**src/rtl/sr_flag_scheduler.sv**
```systemverilog
// sr_flag_scheduler: round-robin arbitrated SR flag bank with clear-all sweep; define SR_SCHED_ERR_EN for sticky err
module sr_flag_scheduler #(
  parameter int N_REQ = 4,
  parameter int NUM_FLAGS = 8,
  localparam int IDX_W = $clog2(NUM_FLAGS)
) (
  input  logic                   clk,
  input  logic                   reset,
  input  logic [N_REQ-1:0]       req,
  input  logic [N_REQ-1:0]       req_s,
  input  logic [N_REQ-1:0]       req_r,
  input  logic [N_REQ*IDX_W-1:0] req_idx,
  output logic [N_REQ-1:0]       gnt,
  input  logic                   sweep_start,
  output logic                   sweep_busy,
  output logic                   sweep_done,
  output logic [NUM_FLAGS-1:0]   flags,
  output logic                   err
);
  localparam int PW = $clog2(N_REQ);
  typedef enum logic [1:0] {IDLE, SWEEP, DONE} state_t;
  state_t state;
  logic [PW-1:0] ptr, gk;
  logic [IDX_W-1:0] cnt, cix;
  logic hit, arb_en, cs, cr, in_range;
  assign arb_en = reset && state == IDLE && !sweep_start;
  always_comb begin
    hit = 1'b0;
    gk = '0;
    for (int j = N_REQ - 1; j >= 0; j--)
      if (arb_en && req[(int'(ptr) + j) % N_REQ]) begin
        hit = 1'b1;
        gk = PW'((int'(ptr) + j) % N_REQ);
      end
  end
  assign gnt = hit ? (N_REQ'(1) << gk) : '0;
  assign cs = req_s[gk];
  assign cr = req_r[gk];
  assign cix = req_idx[int'(gk)*IDX_W +: IDX_W];
  assign in_range = 32'(cix) < NUM_FLAGS;
  always_ff @(posedge clk or negedge reset) begin
    if (!reset) begin
      state <= IDLE;
      ptr <= '0;
      cnt <= '0;
      flags <= '0;
      sweep_busy <= 1'b0;
      sweep_done <= 1'b0;
    end else begin
      case (state)
        IDLE: begin
          if (sweep_start) begin
            state <= SWEEP;
            cnt <= '0;
            sweep_busy <= 1'b1;
          end else if (hit) begin
            ptr <= (gk == PW'(N_REQ - 1)) ? '0 : gk + 1'b1;
            if (in_range && (cs ^ cr)) flags[cix] <= cs;
          end
        end
        SWEEP: begin
          flags[cnt] <= 1'b0;
          cnt <= cnt + 1'b1;
          if (cnt == IDX_W'(NUM_FLAGS - 1)) begin
            state <= DONE;
            sweep_done <= 1'b1;
          end
        end
        default: begin
          state <= IDLE;
          sweep_done <= 1'b0;
          sweep_busy <= 1'b0;
        end
      endcase
    end
  end
`ifdef SR_SCHED_ERR_EN
  always_ff @(posedge clk or negedge reset) begin
    if (!reset) err <= 1'b0;
    else if (hit && ((cs && cr) || !in_range)) err <= 1'b1;
  end
`else
  assign err = 1'b0;
`endif
endmodule
```
**config.mk**
```make
export PLATFORM = sky130hd
export DESIGN_NAME = sr_flag_scheduler
export DESIGN_NICKNAME = d
export VERILOG_FILES = /design/src/rtl/sr_flag_scheduler.sv
export SDC_FILE = /design/constraint.sdc
export NUM_CORES = 1
export LEC_CHECK = 0
export CAP_MARGIN = 20
export CORE_ASPECT_RATIO = 0.7
export CORE_MARGIN = 5
export CORE_UTILIZATION = 40
export DETAILED_ROUTE_END_ITERATION = 7
export PLACE_DENSITY = 0.69
export SYNTH_ARGS = -nofsm -noshare
export SYNTH_HDL_FRONTEND = slang
export SYNTH_SLANG_ARGS = --single-unit
```
**constraint.sdc**
```tcl
create_clock -name clk -period 4.81 [get_ports clk]
set_input_delay 1.443 -clock clk [delete_from_list [all_inputs] [get_ports clk]]
set_output_delay 1.443 -clock clk [all_outputs]
set_load 0.1 [all_outputs]
```
==> flow_summary.yaml <==
cells_and_area:
  layout_commonest_cell: "clkdlybuf4s50_1"
  nFillCells: 300
  nets: 247
  drive_gt1_share_pct: 12.7
  antenna_cells: 0
  fin_cells: 263
  layout_common_cells: "35 x clkdlybuf4s50_1, 17 x dfrtp_1, 16 x mux2i_1, 14 x nand2b_1"
  syn2layout_area_growth_pct: 37.2
clocking:
  root_buffer: "clkbuf_8"
  clkTransAtPathRegs_ps: 60
  cts_tree: "done"
  hold_buffers: 0
  post_cts.repair.setup_buffers: 0
  cts.htree.levels: 1
  cts.sinks: 17
  insertion_delay_ps: 250
  cts_made_buffers: 3
  clockBufferDepth: 2
logic_synthesis:
  ys_types: 39
  synthXorXnorAreaFrac_pct: 2.33
  netlist_area_mm2: 0.00151
  synthMuxAreaShare_pct: 14.9
  synth_warnings: 0
  avgSynthCellArea_um2: 8.96
  synthFlopType: "dfrtp_1"
  synth_top_family_by_area: "compound AO/OA/AOI/OAI gates"
  synth.net_count: 201
  yosys.area_share.adder_pct: 4.99
  ys_ff_latch: 17
  synth_edf_count: 0
  synthCells: 168
  synth-seq-area-share_pct: 28.3
  synth_compound_area_share_pct: 23.8
  synth-simple-area-share_pct: 20.7
  postSynth.asyncResetShare_pct: 100
worst_setup_path:
  endpoint_kind: "primary output"
  cp.arrival_ps: 3240
  start_kind: "input pin"
  rrSetupSlack_ps: 2530
  cp_max_fo: 13
  worst_ep_required_time_ps: 3370
  r2r_cells: 7
  critPathKind: "input pin to primary output"
  rr_startpoint: "ptr[1]"
  reg2reg_to: "flags[1]"
placed_design:
  routabilityCongestion: 0.785
  pre_cts_slack_ps: 107
  dp.cells: 259
  hpwl_um: 3220
  port_buffers: 40
flow_run:
  cap_violations: 0
die:
  dieWidth_um: 83.3
  core-area_mm2: 0.00358
  dieArea_mm2: 0.00511
  rows: 18
  start_util_pct: 42.0
  chipHeight_um: 61.3
  io_pins: 42
timing:
  tightest_slew_ps: 984
  setup_tns_ps: 0
  rsz0062_at_grt: "false"
  min_period_over_period_pct: 97.3
  setup_ws_ps: 130
  min_period_ps: 4680
  finalMaxSlewViolations: 0
  fmax_mhz: 214
  hold_violations: 0
  finClkSkew_ps: 0.935
  relSlewSlack_pct: 34.2
  setup_violations: 0
global_route:
  track_usage_pct: 16.2
  grt_pass1_vias: 1396
  grt-ovfl-total: 0
  grt_max_degree: 14
  antenna_found_initial: 0
  grt_pass1_wl_um: 6540
min_path:
  hold_path.class: "flop to flop"
  min-delay-start: "sweep_done"
  whs_path_depth: 1
  holdPathEnd: "sweep_done"
pwr:
  power_leakage_nw: 0.940
  ir_drop_mv: 0.330
  power_density_mw_per_mm2: 420
routing:
  vias: 1377
  viasPerCell: 5.24
  post_drt_wl_per_cell_um: 15.0
  first_pass_iters: 4
  wirelength_um: 3940
  final_antenna_net_count: 0
  drc_errors: 0
  drt_iter0_drc: 100
run_status:
  outcome: "finished clean"
[worst max-delay path by stage]
stage | start | end | slack [ps]
after global placement | reset | gnt[3] | 150
final | req[0] | gnt[3] | 130
after CTS | reset | gnt[3] | 100
after global routing | req[0] | gnt[3] | 20
after floorplan | req[2] | gnt[0] | 200
after detailed placement | reset | gnt[3] | 110
[Yosys cell counts, drive strengths merged, types with 6 or more instances]
library cell / count / area, um^2
a32oi: 6 / 52.6
nand2: 13 / 48.8
nor2: 14 / 55.1
mux2i: 16 / 160
o21ai: 11 / 66.3
inv: 8 / 30.0
dfrtp: 17 / 425
a21oi: 11 / 66.3
nand2b: 14 / 87.6
ha: 6 / 75.1
[what timing repair did]
action                                  CTS  global route
endpoints found under the setup margin    0             1
endpoints found under the hold margin     0             0
resized for setup                         0             1
[registers in the layout (all words and copies together) (netlist names)]
signal and cells:
sweep_done 1, sweep_busy 1, state 2, cnt 3, flags 8, ptr 2
[kinds of logic (layout without fill, tap and decap cells)]
kind of cell,Yosys count,count (layout)
simple gates,58,58
flops,17,17
fa+ha+maj,6,6
other cells,1,1
buf+inv,13,58
compound gates,48,48
xor+xnor,4,4
mux,21,21
[through the flow]
stage	area, um^2	power, mW	hold WS, ps	util [%]
after floorplan	1510	0.618	477	-
after global placement	2020	0.749	461	56.3
after detailed placement	2020	0.761	475	56.3
after CTS	2060	0.874	490	57.6
after global routing	2060	0.927	519	57.7
final	2060	0.867	484	57.7
[power by group]
group / total (mW) / switching, mW / internal (mW)
registers: 0.251 / 0.0555 / 0.195
clock network: 0.107 / 0.0479 / 0.0589
logic: 0.510 / 0.350 / 0.160
[layout make-up]
cell class / count / area (um^2) / area share, %
multi-input combinational: 138 / 1010 / 49.1
timing repair buffer: 46 / 488 / 23.6
sequential: 17 / 425 / 20.6
tap: 50 / 62.6 / 3.03
clock buffer: 4 / 45.0 / 2.18
inverter: 8 / 30.0 / 1.45
[worst max-delay path: stages]
cell             delay (ps)
clkdlybuf4s50_1         530
mux2i_1                 170
nor2_1                   80
nor4_2                  260
buf_4                   250
ha_1                    160
and2_1                  160
buf_12                  180
[layer usage]
metal  GRT usage (%)  vias up  part of all wire (%)
met5               0        -                     0
met4            6.29        0                   1.2
met3            3.74        5                   4.7
met2            25.9       30                    45
met1            21.7      642                    49
li1                -      700                     -
Power figures use the tool's default switching activity.
